===== config.mk =====
export PLATFORM = sky130hd
export DESIGN_NAME = regfile_loader
export DESIGN_NICKNAME = d
export VERILOG_FILES = /design/src/rtl/regfile_loader.sv
export SDC_FILE = /design/constraint.sdc
export NUM_CORES = 1
export LEC_CHECK = 0
export CORE_ASPECT_RATIO = 2
export CORE_MARGIN = 2
export CORE_UTILIZATION = 58
export CTS_BUF_LIST = sky130_fd_sc_hd__clkbuf_4
export CTS_CLUSTER_DIAMETER = 50
export DETAILED_ROUTE_END_ITERATION = 12
export PLACE_DENSITY_LB_ADDON = 0.15
export SLEW_MARGIN = 30
export SYNTH_ARGS = -nofsm -noshare
export SYNTH_HDL_FRONTEND = slang
export SYNTH_SLANG_ARGS = --single-unit

===== constraint.sdc =====
create_clock -name clk -period 2.35 [get_ports clk]
set_input_delay 0.235 -clock clk [delete_from_list [all_inputs] [get_ports clk]]
set_output_delay 0.235 -clock clk [all_outputs]
set_load 0.01 [all_outputs]

===== src/rtl/regfile_loader.sv =====
// Debug byte-stream loader: frames of {hdr, cnt, words} become regfile writes, stalling the core meanwhile.
// Write appears 1 cycle after a word's last byte; done/err follow one cycle later; in_ready drops only in WRITE.
module regfile_loader #(
    parameter int         XLEN    = 32,
    parameter int         NREGS   = 32,
    parameter logic [2:0] HDR_TAG = 3'b101,
    parameter int         TIMEOUT = 1024
) (
    input  logic                     clk,
    input  logic                     rst,
    input  logic [7:0]               in_data,
    input  logic                     in_valid,
    output logic                     in_ready,
    output logic                     rf_we,
    output logic [$clog2(NREGS)-1:0] rf_waddr,
    output logic [XLEN-1:0]          rf_wdata,
    output logic                     cpu_stall,
    output logic                     done,
    output logic                     err
);
    localparam int IW = $clog2(NREGS);
    localparam int NB = XLEN / 8;
    localparam int BW = (NB > 1) ? $clog2(NB) : 1;
    localparam int RW = $clog2(((NREGS > 255) ? NREGS : 255) + 1);
    localparam int TW = $clog2(TIMEOUT + 1);

    typedef enum logic [1:0] {S_IDLE, S_CNT, S_DATA, S_WRITE} state_t;

    state_t          state;
    logic [IW-1:0]   idx;
    logic [RW-1:0]   remaining;
    logic [BW-1:0]   bcnt;
    logic [TW-1:0]   tcnt;
    logic [XLEN-1:0] word;
    logic [XLEN-1:0] next_word;

    assign in_ready = !rst && (state != S_WRITE);

    always_comb begin
        next_word = word;
        next_word[{bcnt, 3'b000} +: 8] = in_data;
    end

    always_ff @(posedge clk) begin
        if (rst) begin
            state     <= S_IDLE;
            idx       <= '0;
            remaining <= '0;
            bcnt      <= '0;
            tcnt      <= '0;
            word      <= '0;
            rf_we     <= 1'b0;
            rf_waddr  <= '0;
            rf_wdata  <= '0;
            cpu_stall <= 1'b0;
            done      <= 1'b0;
            err       <= 1'b0;
        end else begin
            rf_we <= 1'b0;
            done  <= 1'b0;
            err   <= 1'b0;
            // Stall stays up through the done/err cycle; a new header below re-arms it.
            if (done || err) cpu_stall <= 1'b0;
            case (state)
                S_IDLE: begin
                    if (in_valid) begin
                        if (in_data[7:5] == HDR_TAG) begin
                            idx       <= IW'(32'(in_data[4:0]) % NREGS);
                            cpu_stall <= 1'b1;
                            tcnt      <= '0;
                            state     <= S_CNT;
                        end else begin
                            err <= 1'b1;
                        end
                    end
                end
                S_CNT: begin
                    if (in_valid) begin
                        remaining <= (in_data == 8'd0) ? RW'(NREGS) : RW'(in_data);
                        bcnt      <= '0;
                        tcnt      <= '0;
                        state     <= S_DATA;
                    end else if (tcnt == TW'(TIMEOUT - 1)) begin
                        err   <= 1'b1;
                        tcnt  <= '0;
                        state <= S_IDLE;
                    end else begin
                        tcnt <= tcnt + TW'(1);
                    end
                end
                S_DATA: begin
                    if (in_valid) begin
                        tcnt <= '0;
                        if (bcnt == BW'(NB - 1)) begin
                            bcnt     <= '0;
                            word     <= '0;
                            rf_we    <= (idx != '0);
                            rf_waddr <= idx;
                            rf_wdata <= next_word;
                            state    <= S_WRITE;
                        end else begin
                            word <= next_word;
                            bcnt <= bcnt + BW'(1);
                        end
                    end else if (tcnt == TW'(TIMEOUT - 1)) begin
                        // Abort drops the partial word; earlier words are already written.
                        err   <= 1'b1;
                        tcnt  <= '0;
                        bcnt  <= '0;
                        word  <= '0;
                        state <= S_IDLE;
                    end else begin
                        tcnt <= tcnt + TW'(1);
                    end
                end
                S_WRITE: begin
                    idx       <= (idx == IW'(NREGS - 1)) ? '0 : idx + IW'(1);
                    remaining <= remaining - RW'(1);
                    if (remaining == RW'(1)) begin
                        done  <= 1'b1;
                        state <= S_IDLE;
                    end else begin
                        state <= S_DATA;
                    end
                end
                default: state <= S_IDLE;
            endcase
        end
    end
endmodule


==> results <==
- The post-route antenna net violation count is 0.
- The die is 130 um tall.
- The peak supply drop is 0.558 mV.
- The detailed placement HPWL is 7.81 mm.
- The count of boundary I/O pins is 53.
- The average via count per standard cell is 6.02.
- The worst register-to-register path has a setup slack of 0.25 ns.
- The initialized floorplan defines 46 standard-cell rows.
- The count of mapped cells out of synthesis is 503.
- Broken down by cell family, the worst path's largest delay share belongs to buffers and inverters.
- For this run, asynchronously set or reset flops after synthesis account for 0%.
- After the first detailed-routing iteration, the DRC count stood at 338.
- The clock insertion delay at the later pin of the skew report is 0.47 ns.
- The core area is 0.00783 mm2.
- The number of max-slew violations in the final report is 0.
- On the worst path, the slowest cell contributes a delay of 0.57 ns.
- The number of buffers and inverters on the critical path is 2.
- The path type of the worst setup path is register to output port.
- The setup total negative slack is 0 ns.
- The number of global-route vias before repair is 3563.
- At the end of the flow, the number of nets in the layout was 582.
- The clock slew seen by the registers of the worst setup and hold paths is 0.15 ns.
- For the worst flop-to-flop path, the logic depth is 5.
- The count of input and output buffers is 52.
- Data on the critical path arrives at its endpoint at 2.02 ns.
- The netlist uses 64 different library cells.
- TritonCTS created 9 clock buffers.
- The min-delay analysis places its worst path in the category input port to register.
- The startpoint class of the critical path is a register.
- The average instance area after synthesis is 9.21 um2.
- Subtracting the final worst setup slack from the clock period gives 2.25 ns.
- The tree is rooted in a sky130_fd_sc_hd__clkbuf_4.
- Measured against its own limit, the worst slew margin works out to 46.6%.
- The clock skew after layout is 0.0193 ns.
- The worst hold path passes through 2 cells.
- The placed instances occupy a cell area of 0.00528 mm2.
- Setup repair after global routing left no endpoint under its margin.
- The run finished with clean final reports.
- The worst flop-to-flop path endpoint is tcnt[9].
- Before CTS, the worst setup slack after placement is 0.170 ns.
- The slew at the pin closest to its max-slew limit is 0.800 ns.
- The starting utilization of the core area is 59.2%.
- Compared with the post-synthesis result, the final layout area differs by 17.2%.
- The cell with the most instances after synthesis is sky130_fd_sc_hd__dfxtp_1.
- At the worst endpoint, the required time is 2.12 ns.
- The internal power of the cells totals 2.30 mW.
- For this block, the routed nets add up to 11.2 mm of wire.
- In the routed design, unresolved DRC markers number 0.
- The area share of the largest cell type after synthesis is 43.7%.
- The register cell area after layout is 0.00202 mm2.
- The synthesized design contains 101 register bits.
- The tree built by TritonCTS fans out to 101 sinks.
- The most used flip-flop cell after synthesis is sky130_fd_sc_hd__dfxtp_1.
- In the final routed layout, each cell accounts on average for 17.1 um.
- For this run, the top clock speed supported by timing is 444 MHz.
- The total leakage power is 1.89 nW.
- TritonCTS built the clock tree.
- The worst setup path is captured at an output port.
- In this run the most critical hold path is launched from rst.
- For this run, the detailed router's first-pass iteration total came to 5.
- Across all setup checks in the final design, the least slack found is 0.0979 ns.
- The footprint of the multi-input gates is 0.00237 mm2.
- The critical-path maximum fanout is 9.
- The largest total area in the synthesized netlist belongs to sky130_fd_sc_hd__dfxtp_1.
- After routing the design area is 0.00543 mm2.
- Global routing finished with a remaining overflow of 0.
- The number of hold buffers added after CTS is 0.
- The critical path goes through ha_1 -> buf_4 -> nor2_1 -> clkdlybuf4s50_1.
- The slowest stage of the critical path belongs to the cell sky130_fd_sc_hd__clkdlybuf4s50_1.
- Entering global routing, the biggest net connects 34 pins.
- The share of post-route cells with drive strength above 1 is 10.7%.
- The max capacitance violation total is 0.
- The layout has 691 filler cells.
- The H-tree was split into 3 levels.
- The number of failing setup endpoints in the final timing report is 0.
- In this run the power density over the cells is 599 mW/mm2.
- The mapped netlist covers 0.00463 mm2.
- By count the netlist is led by 101 x sky130_fd_sc_hd__dfxtp_1, 52 x sky130_fd_sc_hd__nor2_1, 41 x sky130_fd_sc_hd__a21oi_1, 26 x sky130_fd_sc_hd__a211oi_1, 23 x sky130_fd_sc_hd__nand2_1.
- The clock network fraction of design power is 29.7%.
- Cells fill 69.4% of the core in the end.
- The floorplan step set the die width to 67.2 um.
- Buffers added to address setup during post-CTS repair amount to 0.
- The overall routing resource usage is 27.1%.
- Sorting the synthesized cells by area gives the leading types as sky130_fd_sc_hd__dfxtp_1 44%, sky130_fd_sc_hd__ha_1 4.6%, sky130_fd_sc_hd__a21oi_1 4.4%.
- The number of nets handed over by synthesis was 531.
- The worst hold path terminates at rf_waddr[3].
- Summed over all nets, the switching power comes to 0.959 mW.
- The global placer's final weighted congestion is 0.885.
- The number of enable-type register cells in the synthesized netlist is 0.
- The number of gates given a new drive strength after cts is 0.
- The count of endpoints failing hold in the final timing report is 0.
- Sequential cells account for 55.4% of the total power.
- Combinational cells account for 14.9% of the total power.
- The source of the worst register-to-register timing path is state[1].
- The global-route wire length before repair is 18.0 mm.
- The worst-case clock buffer depth is 2.
- The fraction of power spent switching nets is 29.5%.
- The die footprint is 0.00876 mm2.
- The part of the Yosys area used for sequential elements is 43.7%.
- The number of antenna violations at the first check in global routing is 1.
- The number of warning messages in the yosys log is 0.
- The total number of vias is 3947.
- The part of the cycle the worst path needs is 95.8%.
-- power groups by stage --
stage,clock [mW],sequential [mW],combinational [mW]
final,0.967,1.80,0.484
after global routing,1.04,1.81,0.525
after CTS,0.981,1.80,0.475
after detailed placement,0,1.84,0.472
after global placement,0,1.84,0.468
after floorplan,0,1.83,0.342
-- worst reg2reg max path, delay by kind of cell, from the launching register on --
family,cells,cell delay (ns)
compound gates,3,0.94
buf+inv,1,0.11
flops,1,0.38
fa+ha+maj,1,0.61
-- cell type report --
type	count	area share, %
tap	96	2.21
clock inverter	5	1.20
inverter	19	1.31
antenna	1	0.0461
multi-input combinational	347	43.7
timing repair buffer	76	12.8
sequential	101	37.2
clock buffer	11	1.52
-- how the worst max path moves through the flow --
stage,start,endpoint,slack [ns],cells past startpoint
floorplan,bcnt[0],word[20],0.36,7
global placement,in_valid,tcnt[2],0.18,5
detailed placement,in_valid,tcnt[9],0.17,5
CTS,state[0],in_ready,0.08,4
global route,state[0],in_ready,0.05,4
finish,state[0],in_ready,0.1,4
-- flip-flops by register name (all words and copies together) (netlist names) --
register	cells
bcnt	2
rf_we	1
tcnt	11
word	32
rf_wdata	32
remaining	8
rf_waddr	5
cpu_stall	1
state	2
err	1
done	1
idx	5
-- stage by stage --
stage                     power, mW  hold WS (ns)  std cells
after global routing           3.38         0.159        656
final                          3.25         0.156        656
after detailed placement       2.31         0.439        639
after floorplan                2.17         0.361        503
after global placement         2.30         0.436        639
after CTS                      3.26         0.131        655
-- layer usage --
metal	GRT usage (%)	vias up	routed length, um
met1	36.6	1863	5180
met4	11.0	0	252
met3	4.83	23	455
met5	0	-	0
met2	42.3	106	5360
li1	-	1955	-
-- logic make-up after synthesis --
kind of cell / Yosys count / synth area share, %
buf+inv: 55 / 5.19
mux: 4 / 1.16
fa+ha+maj: 17 / 4.59
compound gates: 164 / 26.1
xor+xnor: 8 / 1.51
flops: 101 / 43.7
simple gates: 154 / 17.8
-- layout by cell type (no fill, tap or decap), types with 2 or more instances in the layout --
| master | synthesis | final |
|---|---|---|
| sky130_fd_sc_hd__a211oi_1 | 26 | 26 |
| sky130_fd_sc_hd__a221oi_1 | 16 | 16 |
| sky130_fd_sc_hd__buf_4 | 4 | 24 |
| sky130_fd_sc_hd__clkbuf_4 | 0 | 11 |
| sky130_fd_sc_hd__a31o_2 | 2 | 2 |
| sky130_fd_sc_hd__a21oi_1 | 41 | 41 |
| sky130_fd_sc_hd__nor2b_1 | 21 | 21 |
| sky130_fd_sc_hd__o2bb2ai_1 | 16 | 16 |
| sky130_fd_sc_hd__o31a_1 | 2 | 2 |
| sky130_fd_sc_hd__nor2_1 | 52 | 52 |
| sky130_fd_sc_hd__and3_1 | 4 | 3 |
| sky130_fd_sc_hd__a22oi_1 | 2 | 2 |
| sky130_fd_sc_hd__nand4b_1 | 2 | 2 |
| sky130_fd_sc_hd__clkdlybuf4s50_1 | 0 | 51 |
| sky130_fd_sc_hd__a2111oi_2 | 2 | 2 |
| sky130_fd_sc_hd__dfxtp_1 | 101 | 101 |
| sky130_fd_sc_hd__and3b_1 | 2 | 2 |
| sky130_fd_sc_hd__or4_1 | 2 | 2 |
| sky130_fd_sc_hd__or4b_2 | 2 | 2 |
| sky130_fd_sc_hd__a22o_1 | 16 | 16 |
| sky130_fd_sc_hd__nor3_1 | 21 | 21 |
| sky130_fd_sc_hd__mux2i_1 | 2 | 2 |
| sky130_fd_sc_hd__xnor2_1 | 8 | 8 |
| sky130_fd_sc_hd__ha_1 | 17 | 17 |
| sky130_fd_sc_hd__nor4_1 | 5 | 5 |
| sky130_fd_sc_hd__or3_1 | 6 | 6 |
| sky130_fd_sc_hd__nand3_1 | 5 | 5 |
| sky130_fd_sc_hd__nand2_1 | 23 | 23 |
| sky130_fd_sc_hd__o211ai_1 | 2 | 2 |
| sky130_fd_sc_hd__o21ai_0 | 20 | 20 |
| sky130_fd_sc_hd__a31oi_4 | 2 | 2 |
| sky130_fd_sc_hd__inv_6 | 0 | 3 |
| sky130_fd_sc_hd__inv_1 | 17 | 17 |
Note: power is estimated with default switching activity, not from simulation.
